File: config.mk
export PLATFORM = sky130hd
export DESIGN_NAME = ps2_host_tx
export DESIGN_NICKNAME = d
export VERILOG_FILES = /design/src/rtl/ps2_host_tx.sv
export SDC_FILE = /design/constraint.sdc
export NUM_CORES = 1
export LEC_CHECK = 0
export CAP_MARGIN = 20
export CORE_ASPECT_RATIO = 1.75
export CORE_MARGIN = 2
export CORE_UTILIZATION = 25
export CTS_CLUSTER_DIAMETER = 80
export DETAILED_ROUTE_END_ITERATION = 7
export HOLD_SLACK_MARGIN = 0.06
export PLACE_DENSITY = 0.4
export SYNTH_ARGS = -nofsm -noshare
export SYNTH_HDL_FRONTEND = slang
export SYNTH_SLANG_ARGS = --single-unit
File: constraint.sdc
create_clock -name CLOCK_50 -period 2.7 [get_ports CLOCK_50]
set_input_delay 0.54 -clock CLOCK_50 [delete_from_list [all_inputs] [get_ports CLOCK_50]]
set_output_delay 0.54 -clock CLOCK_50 [all_outputs]
set_load 0.01 [all_outputs]
File: src/rtl/ps2_host_tx.sv
// PS/2 host-to-device command transmitter: inhibits the bus, requests to send,
// shifts one byte with odd parity on device clock edges and checks the line ack.
module ps2_host_tx #(
    parameter int CLK_HOLD   = 5000,
    parameter int DATA_SETUP = 250,
    parameter int TIMEOUT    = 1000000
) (
    input  logic       CLOCK_50,
    input  logic       reset,
    input  logic [7:0] tx_data,
    input  logic       tx_start,
    input  logic       ps2_clk_in,
    input  logic       ps2_dat_in,
    output logic       ps2_clk_oe,
    output logic       ps2_dat_oe,
    output logic       tx_busy,
    output logic       tx_done,
    output logic       tx_error
);
    localparam int HOLD_W  = $clog2(CLK_HOLD + 1);
    localparam int SETUP_W = $clog2(DATA_SETUP + 1);
    localparam int TMO_W   = $clog2(TIMEOUT + 1);

    localparam logic [HOLD_W-1:0]  HOLD_LAST  = HOLD_W'(CLK_HOLD - 1);
    localparam logic [HOLD_W-1:0]  HOLD_MAX   = HOLD_W'(CLK_HOLD);
    localparam logic [SETUP_W-1:0] SETUP_LAST = SETUP_W'(DATA_SETUP - 1);
    localparam logic [SETUP_W-1:0] SETUP_MAX  = SETUP_W'(DATA_SETUP);
    localparam logic [TMO_W-1:0]   TMO_LAST   = TMO_W'(TIMEOUT - 1);
    localparam logic [TMO_W-1:0]   TMO_MAX    = TMO_W'(TIMEOUT);

    typedef enum logic [2:0] {
        IDLE, INHIBIT, SETUP, REQ, SHIFT, ACK, RELEASE
    } state_t;

    state_t              state_reg, state_next;
    logic [9:0]          frame_reg, frame_next;
    logic [3:0]          bit_cnt_reg, bit_cnt_next;
    logic [HOLD_W-1:0]   hold_cnt_reg, hold_cnt_next;
    logic [SETUP_W-1:0]  setup_cnt_reg, setup_cnt_next;
    logic [TMO_W-1:0]    tmo_cnt_reg, tmo_cnt_next;
    logic                dat_bit_reg, dat_bit_next;
    logic                done_reg, done_next;
    logic                error_reg, error_next;
    logic                clk_meta_reg, clk_sync_reg, clk_prev_reg;
    logic                dat_meta_reg, dat_sync_reg;
    logic                clk_fall;

    assign clk_fall = clk_prev_reg & ~clk_sync_reg;

    always_ff @(posedge CLOCK_50) begin
        if (reset) begin
            state_reg     <= IDLE;
            frame_reg     <= '0;
            bit_cnt_reg   <= '0;
            hold_cnt_reg  <= '0;
            setup_cnt_reg <= '0;
            tmo_cnt_reg   <= '0;
            dat_bit_reg   <= 1'b0;
            done_reg      <= 1'b0;
            error_reg     <= 1'b0;
            clk_meta_reg  <= 1'b1;
            clk_sync_reg  <= 1'b1;
            clk_prev_reg  <= 1'b1;
            dat_meta_reg  <= 1'b1;
            dat_sync_reg  <= 1'b1;
        end else begin
            state_reg     <= state_next;
            frame_reg     <= frame_next;
            bit_cnt_reg   <= bit_cnt_next;
            hold_cnt_reg  <= hold_cnt_next;
            setup_cnt_reg <= setup_cnt_next;
            tmo_cnt_reg   <= tmo_cnt_next;
            dat_bit_reg   <= dat_bit_next;
            done_reg      <= done_next;
            error_reg     <= error_next;
            clk_meta_reg  <= ps2_clk_in;
            clk_sync_reg  <= clk_meta_reg;
            clk_prev_reg  <= clk_sync_reg;
            dat_meta_reg  <= ps2_dat_in;
            dat_sync_reg  <= dat_meta_reg;
        end
    end

    always_comb begin
        state_next     = state_reg;
        frame_next     = frame_reg;
        bit_cnt_next   = bit_cnt_reg;
        hold_cnt_next  = hold_cnt_reg;
        setup_cnt_next = setup_cnt_reg;
        tmo_cnt_next   = tmo_cnt_reg;
        dat_bit_next   = dat_bit_reg;
        done_next      = 1'b0;
        error_next     = 1'b0;

        case (state_reg)
            IDLE: begin
                dat_bit_next = 1'b0;
                if (tx_start) begin
                    frame_next    = {1'b1, ~^tx_data, tx_data};
                    bit_cnt_next  = '0;
                    hold_cnt_next = '0;
                    state_next    = INHIBIT;
                end
            end
            INHIBIT: begin
                if (hold_cnt_reg == HOLD_LAST) begin
                    setup_cnt_next = '0;
                    state_next     = SETUP;
                end else if (hold_cnt_reg != HOLD_MAX) begin
                    hold_cnt_next = hold_cnt_reg + 1'b1;
                end
            end
            SETUP: begin
                if (setup_cnt_reg == SETUP_LAST) begin
                    tmo_cnt_next = '0;
                    bit_cnt_next = '0;
                    dat_bit_next = 1'b1;    // keep the start bit low after clock release
                    state_next   = REQ;
                end else if (setup_cnt_reg != SETUP_MAX) begin
                    setup_cnt_next = setup_cnt_reg + 1'b1;
                end
            end
            default: begin
                // REQ, SHIFT, ACK, RELEASE: the device owns the clock, bounded by the timeout
                if (tmo_cnt_reg == TMO_LAST) begin
                    error_next   = 1'b1;
                    dat_bit_next = 1'b0;
                    state_next   = IDLE;
                end else begin
                    if (tmo_cnt_reg != TMO_MAX) tmo_cnt_next = tmo_cnt_reg + 1'b1;
                    case (state_reg)
                        REQ, SHIFT: begin
                            if (clk_fall) begin
                                dat_bit_next = ~frame_reg[bit_cnt_reg];
                                if (bit_cnt_reg != 4'd10) bit_cnt_next = bit_cnt_reg + 1'b1;
                                state_next = (bit_cnt_reg == 4'd9) ? ACK : SHIFT;
                            end
                        end
                        ACK: begin
                            dat_bit_next = 1'b0;
                            if (clk_fall) begin
                                if (!dat_sync_reg) begin
                                    state_next = RELEASE;
                                end else begin
                                    error_next = 1'b1;
                                    state_next = IDLE;
                                end
                            end
                        end
                        RELEASE: begin
                            if (clk_sync_reg && dat_sync_reg) begin
                                done_next  = 1'b1;
                                state_next = IDLE;
                            end
                        end
                        default: state_next = IDLE;
                    endcase
                end
            end
        endcase
    end

    assign ps2_clk_oe = (state_reg == INHIBIT) || (state_reg == SETUP);
    assign ps2_dat_oe = (state_reg == SETUP) ||
                        (((state_reg == REQ) || (state_reg == SHIFT)) && dat_bit_reg);
    assign tx_busy    = (state_reg != IDLE);
    assign tx_done    = done_reg;
    assign tx_error   = error_reg;
endmodule
### Word level (Yosys, flattened, before mapping)

Index checks and enable logic that the tools add are counted.

| storage, ports and cells | value |
|---|---|
| memory bits (writable) | 0 |
| bits in read-only memories | 0 |
| memories kept | 0 |
| input port bits | 13 |
| bits in registers | 66 |
| bits in latches | 0 |
| output and inout port bits | 5 |

| cells by class | value |
|---|---|
| muxes and demuxes | 42 |
| order comparisons | 1 |
| equality and inequality tests | 27 |
| reduce and logical (&&, ||, !) cells | 26 |
| shifts and indexed selects | 0 |
| divide/modulo/power cells | 0 |
| bitwise gates (word level) | 6 |
| add/subtract/negate cells | 4 |
| $mul | 0 |

Operators with widths:

| operator | number |
|---|---|
| two-way mux 20 bit | 3 |
| case mux 20 bit (2 select lines) | 1 |
| two-way mux 13 bit | 3 |
| case mux 13 bit (2 select lines) | 1 |
| two-way mux 3 bit | 8 |
| two-way mux 4 bit | 6 |
| two-way mux 8 bit | 3 |
| adder 20 x 1 -> 20 bit (second input constant) | 1 |
| == test 20 bit (second input constant) | 1 |
| inequality test 20 bit (second input constant) | 1 |
| case mux 3 bit (3 select lines) | 2 |
| case mux 8 bit (2 select lines) | 1 |
| AND reduction 4 bit | 4 |
| inequality test 2 bit (second input constant) | 7 |
| adder 13 x 1 -> 13 bit (second input constant) | 1 |
| == test 13 bit (second input constant) | 1 |
| inequality test 13 bit (second input constant) | 1 |
| inequality test 6 bit (second input constant) | 2 |
| case mux 4 bit (3 select lines) | 1 |
| nonzero test 3 bit | 4 |
| two-way mux 1 bit | 10 |
| == test 3 bit (second input constant) | 3 |
| adder 8 x 1 -> 8 bit (second input constant) | 1 |
| == test 8 bit (second input constant) | 1 |
| 28 further kinds | 39 |

### Depth between registers and ports, before layout

| depth | value |
|---|---|
| word-level depth | 7 |
| gate-level depth with buffers | 9 |
| depth with buffers taken out | 7 |

### Worst setup path after synthesis

No wires, ideal clock.

| path | value |
|---|---|
| path type | reg-to-reg |
| start | register tmo_cnt_reg[1] |
| end | register dat_bit_reg |
| required time | 2.584 ns |
| path slack | 0.682 ns |
| period minus slack after synthesis | 2.018 ns |
| arrival time | 1.902 ns |
| path buffers | 2 |
| stages on the path, launching flop included | 9 |
| cells stage by stage | dfxtp_1 -> ha_1 -> clkbuf_1 -> nand4b_1 -> or2_0 -> clkbuf_1 -> nor3_2 -> o31ai_1 -> a31o_2 |

| between the ends | value |
|---|---|
| word-level cells in the longest chain between the ends | 3 |
| elaborated cells between the ends (all ways) | 6 |
| classes of those cells | 2 x eq/ne; 2 x mux; 2 x reduce/logical |

Ends and longest elaborated chain:

| element | RTL line | text |
|---|---|---|
| from (decl) | 40 | `logic [TMO_W-1:0] tmo_cnt_reg, tmo_cnt_next;` |
| from (signal assigned) | 72 | `tmo_cnt_reg <= tmo_cnt_next;` |
| == test 20 bit * | 125 | `if (tmo_cnt_reg == TMO_LAST) begin` |
| inequality test 5 bit (no source line), or another cell as far along | n/a |  |
| AND reduction 4 bit (no source line) / case mux 1 bit (3 select lines) (equally long branches) | n/a |  |
| to (signal assigned) | 73 | `dat_bit_reg <= dat_bit_next;` |
| to (decl) | 41 | `logic dat_bit_reg, dat_bit_next;` |

Mark *: on every way between the ends. The rest lies on a longest branch, timed or not.
A chain may end at the register's enable or synchronous reset.

### Worst setup path in the final report

| path | value |
|---|---|
| start | register state_reg[1] |
| end | output port ps2_dat_oe |

| between the ends | value |
|---|---|
| word-level cells in the longest chain between the ends | 4 |
| elaborated cells between the ends (all ways) | 6 |
| classes of those cells | 3 x eq/ne; 3 x reduce/logical |

Ends and longest elaborated chain:

| element | RTL line | text |
|---|---|---|
| from (decl) | 35 | `state_t state_reg, state_next;` |
| from (signal assigned) | 67 | `state_reg <= state_next;` |
| == test 3 x 2 -> 1 bit / == test 3 bit (equally long branches) | 165 | `(((state_reg == REQ) \|\| (state_reg == SHIFT)) && dat_bit_reg);` |
| logical OR 1 bit | 165 |  |
| logical AND 1 bit | 165 |  |
| logical OR 1 bit * | 164 | `assign ps2_dat_oe = (state_reg == SETUP) \|\|` |
| to (decl) | 15 | `output logic ps2_dat_oe,` |

Marked as above.

==> metrics.txt <==
mapped cell area=0.00397 sq mm; PortBufs=17; DR vias=3,818; clk root buf=clkbuf_16; Final ANT Viol Nets=0; CTS tree=built; CP Data Required Time=2.16 ns; clk_lat worst skew=0.34 ns; DRC Markers=0; commonest non-fill, non-tap cell in the layout=dfxtp_1; initial antenna violation count=0; worst r2r dst=tmo_cnt_reg[17]$_SDFFE_PP0P_; most frequent cells in the layout=65 x dfxtp_1, 61 x nand2_1, 44 x a21oi_1; gr ovfl total=0; fraction of layout cells with a size suffix above 1=0.116; cts hold-fix bufs=0; DPL Wire Length=9.37 mm; crit path to=ps2_dat_oe; Final period util=0.951; final setup vio count=0; Worst Path Buf+Inv=2; register area share after synthesis=0.333; Worst EP arrival=2.03 ns; drt initial violations=192; reg-to-reg critical path startpoint=tmo_cnt_reg[7]$_SDFFE_PP0P_; register area=0.00132 sq mm; Slew @ Worst Pin=0.699 ns; die area=0.0169 sq mm; Worst path max stage delay=0.54 ns; cts bufs inserted=9; Placed Cells=700; leakage=0.00163 uW; CP Launch Type=flop; fin util=0.304; synth-to-layout area growth=20.5%; I/O pin count=18; crit path launch=state_reg[1]$_SDFFE_PP0P_; flop2flop setup slack=0.38 ns; worst path cell trace=buf_6 -> nor2b_2 -> o21ai_0 -> nand2_1 -> clkdlybuf4s50_1; area of the multi-input gates=0.00248 sq mm; Rows=61; final worst slack=0.131 ns; H-tree depth=3; Place WS=0.264 ns; fillers=1,699; Clock transition at path regs=0.06 ns; maximum buffer depth of the clock tree=2; GRT Overall Usage=0.151; Power Dens Cells=746 mW/mm^2; worst-path cell with the longest stage delay=clkdlybuf4s50_1; largest net degree at the start of global routing=19; Setup Skew=0.00546 ns; Routed WL=12.2 mm; diode count=0; drt pass-1 iters=5; vias in the first global route=3,923; final setup TNS=0 ns; Yosys Warn Count=0; fin cells=716; outcome=finished clean; final slew viol count=0; DIE HEIGHT=171 microns; RSZ-0062 raised after global routing=false; min Tclk post-route=2.57 ns; Die Wd=99.2 microns; Initial Utilization=0.252; met3 usage=0.0245; first-pass GRT wire length=20.3 mm; routability-driven placement congestion ratio=0.879; Synth Instances=501; CP Max Fanout=17; syn_area_per_cell=7.92 sq um; max-capacitance violation count=0; Final #Nets=545; CP Capture Type=primary output; syn_nets=524; Via density=5.33; Min-Delay Path Class=reg2reg; core area=0.0157 sq mm; drt wl/cell=17.1 microns; Worst path top cell family by delay=buffers and inverters; Top Usage Layer GRT=met2; Top FF cell, synth=dfxtp_1; Fin. Hold Viols=0; CTS Sinks=66; Seq cells post-synth=66; GR Layer Usage met2=0.302; Post-synth ARST share=0; Setup CP Type=reg2out; VDD IR max=367 uV; Tot Pwr=3560 uW; Crit path depth=5; fmax=389 MHz; EDFF count, synth=0; max reg flops=20; headroom to the max-slew limit=0.522; R2R cell count=5; GR Util met1=0.154; post-synthesis cell type count=64
-- area by class of cell --
class / count / share of cell area
Sequential cell: 66 / 0.277
Inverter: 19 / 0.0149
Clock inverter: 6 / 0.0236
Tap cell: 189 / 0.0495
Multi-Input combinational cell: 390 / 0.519
Clock buffer: 10 / 0.0500
Timing Repair Buffer: 36 / 0.0662
-- stage by stage --
| step | area, sq um | hold slack (ns) |
|---|---|---|
| 4_1_cts | 4770 | 0.416 |
| 3_5_place_dp | 4410 | 0.402 |
| 3_3_place_gp | 4410 | 0.403 |
| 6_report | 4780 | 0.414 |
| 2_1_floorplan | 3970 | 0.389 |
| 5_1_grt | 4780 | 0.439 |
-- how the worst min path moves through the flow --
stage                                       start  depth (start not counted)                 endpoint  slack (ns)
after floorplan           clk_meta_reg$_SDFF_PP1_                          1  clk_sync_reg$_SDFF_PP1_        0.39
after global placement    dat_meta_reg$_SDFF_PP1_                          1  dat_sync_reg$_SDFF_PP1_        0.40
after detailed placement  dat_meta_reg$_SDFF_PP1_                          1  dat_sync_reg$_SDFF_PP1_        0.40
after CTS                 dat_meta_reg$_SDFF_PP1_                          1  dat_sync_reg$_SDFF_PP1_        0.42
after global routing      dat_meta_reg$_SDFF_PP1_                          1  dat_sync_reg$_SDFF_PP1_        0.44
final                     clk_meta_reg$_SDFF_PP1_                          1  clk_sync_reg$_SDFF_PP1_        0.41
-- layer usage --
metal,part of all wire,vias to the layer above
li1,-,1890
met1,0.37,1816
met2,0.58,88
met3,0.029,24
met4,0.025,0
met5,0,-
-- logic make-up after synthesis --
family,count (synthesis),share of synthesized area
adder cells (fa/ha/maj),10,0.0315
multiplexers,12,0.0366
XOR/XNOR,14,0.0309
buffers and inverters,45,0.0470
AO/OA/AOI/OAI,113,0.183
flip-flops,66,0.333
AND/OR/NAND/NOR,241,0.338
-- cells in the mapped netlist, types with 5 or more instances --
cell type  instances  area, sq um
mux2i_1           10          100
dfxtp_1           66         1320
nand4_1           17          106
inv_1             19         71.3
nand2b_1           7         43.8
xnor2_1           13          114
or4_1             11         82.6
nor2_1            33          124
nand2_1           61          229
nand4b_1           6         52.6
a21oi_1           44          220
o211ai_1           7         52.6
buf_2              8         40.0
or3_1             16          100
or2_2              7         43.8
clkbuf_1          17         63.8
and3_1             5         31.3
ha_1              10          125
o21ai_0           15         75.1
o31ai_1           11         82.6
o41ai_1            5         43.8
nand3_1           28          140
nor4_1             5         31.3
nor3_1            10         50.1
-- report_power, final --
part	switching (uW)	leakage (uW)	internal, uW
clock	469	0.000173	931
combinational	635	0.000919	368
sequential	107	0.000535	1060
total	1210	0.00163	2350
-- what timing repair did --
item / 4_1_cts / 5_1_grt
resized for setup: 1 / 4
setup buffers: 0 / 0
endpoints found under the setup margin: 1 / 2
pin swaps: 0 / 0
Power figures use the tool's default switching activity.
